**src/rtl/fetch_unit.sv**
```systemverilog
// WISC instruction fetch stage with IF/ID register and multi-cycle imem handshake.
// Optional FETCH_PERF_CNT_EN adds saturating perf_wait / perf_flush counters.
module fetch_unit #(
  parameter logic [15:0] RESET_PC = 16'h0000,
  parameter logic [15:0] NOP_INS  = 16'h0800
) (
  input  logic        clk,
  input  logic        rst,
  output logic        imem_req,
  output logic [15:0] imem_addr,
  input  logic        imem_ready,
  input  logic [15:0] imem_data,
  input  logic        imem_err,
  input  logic        stall,
  input  logic        branch,
  input  logic [15:0] nextPC,
  input  logic        halt_fetch,
  output logic [15:0] ins,
  output logic [15:0] PC_2,
  output logic        ins_valid,
`ifdef FETCH_PERF_CNT_EN
  output logic [15:0] perf_wait,
  output logic [15:0] perf_flush,
`endif
  output logic        err
);

  localparam logic [2:0] IDLE   = 3'd0;
  localparam logic [2:0] FETCH  = 3'd1;
  localparam logic [2:0] HOLD   = 3'd2;
  localparam logic [2:0] DRAIN  = 3'd3;
  localparam logic [2:0] HALTED = 3'd4;

  logic [2:0]  state;
  logic [15:0] addr;
  logic [15:0] tgt;
  logic [15:0] hold_ins;
  logic        pend;

  logic hlt;
  logic redir;
  logic odd;
  logic live;

  assign hlt   = halt_fetch & ~stall;
  assign redir = branch & ~stall & ~halt_fetch;
  assign odd   = nextPC[0];
  assign live  = (state == IDLE) | (state == FETCH) | (state == HOLD);

  assign imem_req  = (state == FETCH) | (state == DRAIN);
  assign imem_addr = addr;

  always_ff @(posedge clk or negedge rst) begin
    if (!rst) begin
      state     <= IDLE;
      addr      <= RESET_PC;
      tgt       <= RESET_PC;
      hold_ins  <= NOP_INS;
      pend      <= 1'b0;
      ins       <= NOP_INS;
      PC_2      <= 16'h0000;
      ins_valid <= 1'b0;
      err       <= 1'b0;
    end else begin
      unique case (state)
        IDLE: begin
          if (hlt) begin
            state <= HALTED;
          end else if (redir & odd) begin
            err   <= 1'b1;
            state <= HALTED;
          end else if (redir) begin
            addr  <= nextPC;
            state <= FETCH;
          end else begin
            state <= FETCH;
          end
        end
        FETCH: begin
          if (hlt | redir) begin
            ins       <= NOP_INS;
            ins_valid <= 1'b0;
            if (redir & odd) err <= 1'b1;
            // An unanswered request must be drained before moving on
            if (!imem_ready) begin
              state <= DRAIN;
              pend  <= hlt | odd;
              tgt   <= nextPC;
            end else if (hlt | odd) begin
              state <= HALTED;
            end else begin
              addr <= nextPC;
            end
          end else if (imem_ready & imem_err) begin
            err       <= 1'b1;
            ins       <= NOP_INS;
            ins_valid <= 1'b0;
            state     <= HALTED;
          end else if (imem_ready & stall) begin
            hold_ins <= imem_data;
            addr     <= addr + 16'd2;
            state    <= HOLD;
          end else if (imem_ready) begin
            ins       <= imem_data;
            PC_2      <= addr + 16'd2;
            ins_valid <= 1'b1;
            addr      <= addr + 16'd2;
          end else if (!stall) begin
            ins       <= NOP_INS;
            ins_valid <= 1'b0;
          end
        end
        HOLD: begin
          if (hlt | redir) begin
            ins       <= NOP_INS;
            ins_valid <= 1'b0;
            if (hlt | odd) begin
              err   <= err | (redir & odd);
              state <= HALTED;
            end else begin
              addr  <= nextPC;
              state <= FETCH;
            end
          end else if (!stall) begin
            // addr already advanced past the buffered fetch
            ins       <= hold_ins;
            PC_2      <= addr;
            ins_valid <= 1'b1;
            state     <= FETCH;
          end
        end
        DRAIN: begin
          if (hlt) pend <= 1'b1;
          if (imem_ready) begin
            if (pend | hlt) begin
              state <= HALTED;
            end else begin
              addr  <= tgt;
              state <= FETCH;
            end
          end
        end
        HALTED: begin
          state <= HALTED;
        end
        default: begin
          state <= IDLE;
        end
      endcase
    end
  end

`ifdef FETCH_PERF_CNT_EN
  always_ff @(posedge clk or negedge rst) begin
    if (!rst) begin
      perf_wait  <= 16'h0000;
      perf_flush <= 16'h0000;
    end else begin
      if (imem_req & ~imem_ready & (perf_wait != 16'hFFFF))
        perf_wait <= perf_wait + 16'd1;
      if (redir & live & (perf_flush != 16'hFFFF))
        perf_flush <= perf_flush + 16'd1;
    end
  end
`endif

endmodule

```
**config.mk**
```make
export PLATFORM = sky130hd
export DESIGN_NAME = fetch_unit
export DESIGN_NICKNAME = d
export VERILOG_FILES = /design/src/rtl/fetch_unit.sv
export SDC_FILE = /design/constraint.sdc
export NUM_CORES = 1
export LEC_CHECK = 0
export CORE_MARGIN = 1
export CORE_UTILIZATION = 47
export DETAILED_ROUTE_END_ITERATION = 10
export PLACE_DENSITY = 0.76
export RECOVER_POWER = 50
export SETUP_SLACK_MARGIN = 0.2
export SYNTH_ARGS = -nofsm -noshare
export SYNTH_HDL_FRONTEND = slang
export SYNTH_SLANG_ARGS = --single-unit
```
**constraint.sdc**
```tcl
create_clock -name clk -period 1.85 [get_ports clk]
set_input_delay 0.37 -clock clk [delete_from_list [all_inputs] [get_ports clk]]
set_output_delay 0.37 -clock clk [all_outputs]
set_load 0.02 [all_outputs]
```
==> results.py <==
metrics = {
    "run_status": {
        "status": "finished with violations",
        "violations": "setup timing",
    },
    "floorplan": {
        "die_y_um": 102,
        "dieArea_sq_um": 10400,
        "io_pins": 90,
        "initial_utilization_pct": 48.5,
        "rows": 36,
        "design.core.area_sq_um": 9730,
        "die_x_um": 102,
    },
    "setup_path": {
        "worstPathRequired_ps": 2130,
        "r2r_cells": 7,
        "end_kind": "flop",
        "r2r_start": "state[2]",
        "worstSetupPathType": "flop to flop",
        "r2r_end": "PC_2[10]",
        "cp_max_fo": 8,
        "rrSetupSlack_ps": -120,
        "setup.worst_path.start_class": "flop",
        "cp.arrival_ps": 2250,
    },
    "route": {
        "wire_per_inst_um": 24.8,
        "ant_nets": 0,
        "routed_wl_mm": 19.5,
        "drt-pass1-iter-count": 5,
        "vias_per_cell": 6.42,
        "drtIter0Drc": 456,
        "drc_errors": 0,
        "vias": 5049,
    },
    "sta": {
        "finalCriticalPeriod_ps": 1970,
        "rsz0062_at_grt": "yes",
        "finalHoldViolCount": 0,
        "skew_ps": 18.7,
        "whs_ps": 485,
        "maxSlewViolCount": 0,
        "fin_ws_ps": -118,
        "max_freq_ghz": 0.508,
        "fin_crit_sh_pct": 106,
        "worst_pin_slew_ps": 1000,
        "slew_headroom_pct": 33.2,
        "finalSetupViolCount": 61,
        "fin_setup_tns_ps": -3860,
    },
    "yosys": {
        "synth.distinct_cells": 66,
        "ys_seq_area_share_pct": 45.7,
        "synth_edf_count": 0,
        "syn_area_sq_um": 4720,
        "synthCells": 468,
        "ys.flop_type": "dfrtp_1",
        "syn_avg_cell_area_sq_um": 10.1,
        "synthesis.nets": 508,
        "yosys_warnings": 0,
        "ys_seq_elements": 86,
        "synthArstFlopShare_pct": 100,
    },
    "cts": {
        "path_clk_slew_ps": 90,
        "root_buffer": "clkbuf_8",
        "cts.sinks": 86,
        "clk_path_buf_depth": 2,
        "cts_max_level": 3,
        "cts_buffers": 9,
        "clock_latency_ps": 390,
        "cts_tree": "built",
    },
    "finish": {
        "layout_commonest_cell": "buf_4",
        "multi_input_area_sq_um": 3050,
        "n_antenna_cell": 0,
        "seqCellArea_sq_um": 2170,
        "area_growth_pct": 63.8,
        "nets": 689,
        "layout_common_cells": "buf_4, dfrtp_1, dlygate4sd2_1, clkdlybuf4s50_1, mux2_4",
        "layout-drive-gt1-share_pct": 48.6,
        "nFillCells": 551,
    },
    "run": {
        "cap_violations": 0,
    },
    "placed_design": {
        "place.gp.congestion": 0.943,
        "io_buffers": 89,
        "dp_hpwl_mm": 9.12,
    },
    "min_path": {
        "hold_class": "flop to flop",
        "min_from": "ins[11]",
        "min_path_cells": 2,
        "min_to": "ins[11]",
    },
    "grt": {
        "grt_max_degree": 40,
        "grt.overflow.total": 0,
        "grt_pass1_wl_mm": 27.1,
        "grt_pass1_vias": 5064,
        "antenna_found_initial": 0,
        "track_usage_pct": 34.8,
    },
    "power_and_ir_drop": {
        "powerDensity_nw_per_um2": 1720,
        "p_leak_nw": 3.38,
        "vdd_drop_max_v": 0.000802,
    },
}
-- per-layer routing --
metal,global-route usage (%),wire [um],vias to the layer above
li1,-,-,2066
met1,44.4,7510,2504
met2,55.6,9220,367
met3,7.11,1560,112
met4,18.5,1200,0
met5,0,0,-
-- cell families (layout without fill, tap and decap cells) --
kind of cell,count (synthesis),after routing,share of synthesized area (%)
adders and majority gates,1,1,0.265
muxes,38,38,8.91
buffers and inverters,48,234,5.25
DFF,86,86,45.7
and+or+nand+nor,132,132,14.4
AOI/OAI and AO/OA,136,136,20.5
xor gates and xnor gates,27,27,5.01
-- critical path, stage by stage (launching register included) --
cell and delay [ps]:
dfrtp_1 410, buf_12 140, buf_6 120, nor3b_4 320, a21oi_1 80, or3_4 430
buf_12 180, o21ai_1 180
-- power by group --
part / internal, W / switching, W
logic: 0.00393 / 0.00415
registers: 0.00283 / 0.000926
clock network: 0.000705 / 0.000768
total: 0.00747 / 0.00585
-- sequential cells by signal, indices dropped and copies added, names as in the netlist --
signal and count:
pend 1, imem_addr 16, ins 16, ins_valid 1
tgt 16, err 1, state 3, PC_2 16
hold_ins 16
-- what timing repair did --
action	in CTS	in global routing
endpoints found under the setup margin	132	95
resized for setup	225	50
pin swaps	26	16
cloned	8	3
hold endpoints to repair	26	0
hold buffers	1	0
setup buffers	38	0
-- how the worst max path moves through the flow --
stage	startpoint	end	slack, ps	cells past startpoint
2_1_floorplan	state[2]	ins[15]	100	8
3_3_place_gp	halt_fetch	imem_addr[3]	-440	8
3_5_place_dp	halt_fetch	imem_addr[7]	-510	8
4_1_cts	state[2]	imem_addr[7]	50	8
5_1_grt	state[2]	imem_addr[8]	-170	8
6_report	state[2]	PC_2[10]	-120	7
-- cell usage after synthesis, drive strengths merged, types with 2 or more instances --
library cell / number / area (sq um)
mux2: 32 / 360
a31oi: 3 / 18.8
o21a: 3 / 22.5
nor4: 4 / 46.3
nor2: 49 / 186
or2: 2 / 12.5
nor2b: 7 / 43.8
nor3b: 3 / 38.8
nand2b: 4 / 25.0
nand4: 5 / 43.8
nand2: 32 / 120
a221oi: 6 / 52.6
a222oi: 4 / 40.0
nor3: 10 / 50.1
dfrtp: 84 / 2100
o2bb2ai: 6 / 52.6
nand3: 8 / 55.1
xor2: 9 / 78.8
o31ai: 12 / 115
o21ai: 36 / 180
dfstp: 2 / 52.6
a22oi: 16 / 125
clkbuf: 13 / 50.0
buf: 25 / 160
mux2i: 6 / 60.1
inv: 10 / 37.5
o221a: 8 / 90.1
xnor2: 18 / 158
a21oi: 29 / 145
or3: 3 / 18.8
-- cell type report --
cell class                      count  share of cell area (%)
Clock inverter                      4                   0.712
Sequential cell                    86                    28.1
Multi-Input combinational cell    334                    39.4
Clock buffer                       12                    2.01
Inverter                           10                   0.486
Timing Repair Buffer              208                    27.1
Tap cell                          133                    2.15
-- metrics by stage --
stage	setup WS [ps]	cells	power [W]	cell area, sq um	utilization (%)
2_1_floorplan	102	468	0.00697	4900	-
3_3_place_gp	-439	721	0.00919	6330	65.1
3_5_place_dp	-510	721	0.00939	6330	65.1
4_1_cts	49.4	784	0.0122	7560	77.7
5_1_grt	-167	787	0.0138	7730	79.4
6_report	-118	787	0.0133	7730	79.4
Power figures use the tool's default switching activity.
==> edit 1: new RTL, same settings <==
Register the output `err` once more, cleared by the reset; this adds one clock of latency there. The other outputs are not delayed to match.
--- a/src/rtl/fetch_unit.sv
+++ b/src/rtl/fetch_unit.sv
@@ -33,2 +33,4 @@
 
+  logic err_s0;
+
   logic [2:0]  state;
@@ -62,3 +64,3 @@
       ins_valid <= 1'b0;
-      err       <= 1'b0;
+      err_s0    <= 1'b0;
     end else begin
@@ -69,3 +71,3 @@
           end else if (redir & odd) begin
-            err   <= 1'b1;
+            err_s0 <= 1'b1;
             state <= HALTED;
@@ -82,3 +84,3 @@
             ins_valid <= 1'b0;
-            if (redir & odd) err <= 1'b1;
+            if (redir & odd) err_s0 <= 1'b1;
             // An unanswered request must be drained before moving on
@@ -94,3 +96,3 @@
           end else if (imem_ready & imem_err) begin
-            err       <= 1'b1;
+            err_s0    <= 1'b1;
             ins       <= NOP_INS;
@@ -117,3 +119,3 @@
             if (hlt | odd) begin
-              err   <= err | (redir & odd);
+              err_s0 <= err_s0 | (redir & odd);
               state <= HALTED;
@@ -166,2 +168,10 @@
 
+  always_ff @(posedge clk or negedge rst) begin
+    if (!rst) begin
+      err <= '0;
+    end else begin
+      err <= err_s0;
+    end
+  end
+
 endmodule
Check against the original RTL: not equivalent (a bounded check fails within 4 cycles, from zero or initial values and one cycle with rst low).
==> edit 1 against the unedited design <==
The flow finishes with violations (DRC, setup timing). Maximum frequency down 2.2%. Sequential cell count up 1. Core utilization up 2.7 points. Sequential share of layout area down 0.69 points. Sequential power down 3%. Setup slack worse by 0.044 ns. First-iteration DRC count up 16%. Cell area up 3.4%. Cell count up 7.8%. Power up 2.8%. Routed wire length up 4.5%. Synthesized area down 0.53%.
==> edit 1: results <==
export IMPL_dp_slack_ns=-0.579
export IMPL_maxSlewHeadroom=0.222
export IMPL_wl_per_cell_um=24.0
export IMPL_fin_ws_ns=-0.162
export IMPL_skew_ns=0.0108
export IMPL_synthAdderAreaFrac=0.00267
export IMPL_firstDrtPassIters=9
export IMPL_drc=1
export IMPL_status="finished with violations"
export IMPL_ir_drop_v=0.000906
export IMPL_synth_cells=490
export IMPL_grt_max_degree=46
export IMPL_muxShareOfSynthArea=0.0954
export IMPL_numPortBuffers=89
export IMPL_synth_nets=530
export IMPL_drt_iter0_markers=527
export IMPL_postPlaceCellArea_um2=6320
export IMPL_grt_pass1_wl_mm=25.4
export IMPL_setup_tns_ns=-2.57
export IMPL_critPathSlowestCell="dfrtp_1"
export IMPL_ys_seq_area_frac=0.464
export IMPL_place_hpwl_mm=9.55
export IMPL_violations="DRC, setup timing"
export IMPL_synth_xor_xnor_area_share=0.0392
export IMPL_cp_max_fo=7
export IMPL_hp_class="in2async"
export IMPL_gp_congestion=0.995
export IMPL_cp_arrival_ns=2.30
export IMPL_ys_top_cells_by_count="dfrtp_1, nand2_1, o21ai_0"
export IMPL_cts_buffers=9
export IMPL_r2r_end="imem_addr[11]$_DFFE_PN0P_"
export IMPL_leakage_nw=3.56
export IMPL_insertion_delay_ns=0.37
export IMPL_drive_gt1_frac=0.495
export IMPL_grt_pass1_vias=4979
export IMPL_reg2regPathDepth=9
export IMPL_path_delay_family="compound AO/OA/AOI/OAI gates"
export IMPL_antenna_found_initial=0
export IMPL_wl_mm=20.4
export IMPL_netlist_top_cells_area="dfrtp_1, mux2_2, nand2_1, o21ai_0, a22oi_1"
export IMPL_clk_pin_slew_ns=0.10
export IMPL_synth_cell_types=63
export IMPL_internal_power_mw=7.60
export IMPL_cts_root_buf="clkbuf_8"
export IMPL_setup_viol=60
export IMPL_fin_nets=750
export IMPL_slowest_delay_ns=0.46
export IMPL_timing_rr_start="state[0]$_DFFE_PN0P_"
export IMPL_vias_per_cell=6.34
export IMPL_htree_levels=3
export IMPL_grt_total_usage=0.323
export IMPL_clockBufferDepth=2
export IMPL_synth_compound_area_share=0.204
-- edit 1: routing by layer --
layer,part of all wire,global-route usage
met4,0.062,0.164
met1,0.36,0.398
met2,0.48,0.529
met3,0.095,0.0807
met5,0,0
-- edit 1: area by class of cell --
class | instances | area, µm²
timing repair buffer | 246 | 2400
sequential | 87 | 2190
inverter | 9 | 36.3
multi-input combinational | 357 | 3000
tap | 133 | 166
clock buffer | 9 | 124
fill | 503 | 1740
clock inverter | 7 | 77.6
-- edit 1: worst max path at each step --
stage / startpoint / endpoint / slack (ns) / cells past startpoint
floorplan: halt_fetch / imem_addr[10]$_DFFE_PN0P_ / 0.04 / 9
global placement: stall / imem_addr[1]$_DFFE_PN0P_ / -0.48 / 8
detailed placement: stall / ins[12]$_DFFE_PN0P_ / -0.58 / 6
CTS: state[0]$_DFFE_PN0P_ / imem_req / 0.02 / 4
global route: state[0]$_DFFE_PN0P_ / imem_addr[11]$_DFFE_PN0P_ / -0.21 / 9
finish: state[0]$_DFFE_PN0P_ / imem_addr[11]$_DFFE_PN0P_ / -0.16 / 9
-- edit 1: worst register-to-register path, stage by stage (launching register included) --
cell       delay, ns
dfrtp_1         0.46
buf_6           0.18
and3b_2         0.23
o21ai_4         0.10
o2111ai_4       0.23
a21oi_2         0.21
buf_6           0.17
buf_4           0.12
o211ai_1        0.12
o21ai_1         0.13
-- edit 1: logic make-up (layout without fill, tap and decap cells) --
| group | Yosys count | after routing |
|---|---|---|
| xor gates and xnor gates | 21 | 21 |
| and+or+nand+nor | 141 | 142 |
| buffers and inverters | 48 | 271 |
| DFF | 87 | 87 |
| muxes | 40 | 40 |
| adders and majority gates | 1 | 1 |
| AOI/OAI and AO/OA | 152 | 153 |
-- edit 1: power by group through the flow --
stage          clock [mW]  sequential [mW]  combinational, mW
2_1_floorplan           0             3.97               2.80
5_1_grt              1.49             3.70               8.99
3_5_place_dp            0             3.50               5.78
6_report             1.42             3.63               8.64
3_3_place_gp            0             3.44               5.69
4_1_cts              1.39             3.43               6.87
-- edit 1: what timing repair did --
| item | 4_1_cts | 5_1_grt |
|---|---|---|
| cloned | 8 | 4 |
| setup endpoints to repair | 135 | 97 |
| setup buffers | 42 | 26 |
| resized for setup | 172 | 120 |
| pin swaps | 39 | 45 |
| hold endpoints to repair | 0 | 0 |
-- edit 1: metrics by stage --
step / hold WS (ns) / total power [mW]
after global routing: 0.297 / 14.2
after floorplan: 0.0744 / 6.77
after CTS: 0.0247 / 11.7
after detailed placement: 0.375 / 9.28
final: 0.220 / 13.7
after global placement: 0.367 / 9.13
==> edit 2: new RTL, config.mk and constraints unchanged <==
Without the edit above. `NOP_INS`: 16'h0800 -> 16'h0600.
--- a/src/rtl/fetch_unit.sv
+++ b/src/rtl/fetch_unit.sv
@@ -4,3 +4,3 @@
   parameter logic [15:0] RESET_PC = 16'h0000,
-  parameter logic [15:0] NOP_INS  = 16'h0800
+  parameter logic [15:0] NOP_INS  = 16'h0600
 ) (
Function: changed (Yosys sat finds a counterexample within 4 cycles, from zero or initial values and one cycle with rst low).
==> edit 2 against the unedited design <==
Sequential share of layout area rose by 1.3 points. Routed wire length is 15% lower. The flow still finishes with violations (setup timing). Combinational power decreased by 10%. Sequential cell count stayed put. Sequential power barely moved. Setup slack improved by 0.051 ns. Clock power is 5% lower. Synthesized area is 3.5% lower. Power decreased by 6.8%. Core utilization fell by 0.32 points. Cell count decreased by 3.8%. Highest routed layer unchanged. Cell area shrank 4.5%. First-iteration DRC count down 38%. Count of clock-buffer cells in the layout fell by 3. Critical endpoint is now imem_addr[6]$_DFFE_PN0P_.
==> edit 2: results <==
export IMPL_wl_per_cell_um=21.8
export IMPL_n_fill_cell=544
export IMPL_setup_viol=30
export IMPL_dp_slack_ns=-0.447
export IMPL_synth_nets=497
export IMPL_violations="setup timing"
export IMPL_grt_pass1_vias=4318
export IMPL_grt_total_usage=0.288
export IMPL_ys_seq_area_frac=0.474
export IMPL_drt_iter0_markers=283
export IMPL_reg2regPathDepth=8
export IMPL_place_hpwl_mm=9.13
export IMPL_setup_tns_ns=-0.594
export IMPL_synth_compound_area_share=0.181
export IMPL_post_cts_buffers=12
export IMPL_cts_resized=184
export IMPL_netlist_top_cells_area="dfrtp_1, mux2_2, nand2_1, o21ai_0, xor2_1"
export IMPL_grt_max_degree=43
export IMPL_finalNonFillerCells=757
export IMPL_grt_pass1_wl_mm=22.5
export IMPL_drive_gt1_frac=0.443
export IMPL_muxShareOfSynthArea=0.101
export IMPL_postPlaceCellArea_um2=6140
export IMPL_cp_arrival_ns=2.18
export IMPL_skew_ns=0.0191
export IMPL_whs_path_depth=1
export IMPL_min_delay_start="err$_DFFE_PN0P_"
export IMPL_synth_cell_types=57
export IMPL_fin_ws_ns=-0.0671
export IMPL_fin_nets=663
export IMPL_gp_congestion=0.970
export IMPL_status="finished with violations"
export IMPL_cp_max_fo=24
edit 2: metal layers:
layer	vias up	part of all wire	wire (µm)	global-route usage
li1	1987	-	-	-
met1	2266	0.40	6570	0.402
met2	256	0.49	8010	0.469
met3	69	0.077	1270	0.0369
met4	0	0.040	659	0.0847
met5	-	0	0	0
edit 2: critical path, stage by stage, from the launching register on:
cell     delay [ns]
dfrtp_1        0.44
buf_6          0.16
buf_6          0.11
or3_4          0.37
o22a_1         0.24
nand4_4        0.13
buf_12         0.18
nand2_1        0.10
o31ai_2        0.07
edit 2: cell type report:
class                      instances  area share
timing repair buffer             186       0.255
clock inverter                     7     0.00983
sequential                        86       0.294
inverter                           4     0.00203
tap                              129      0.0219
multi-input combinational        336       0.400
clock buffer                       9      0.0168
edit 2: power breakdown:
group,internal (mW),switching (mW),total (mW)
sequential,2.84,0.911,3.75
clock,0.630,0.772,1.40
combinational,3.58,3.68,7.26
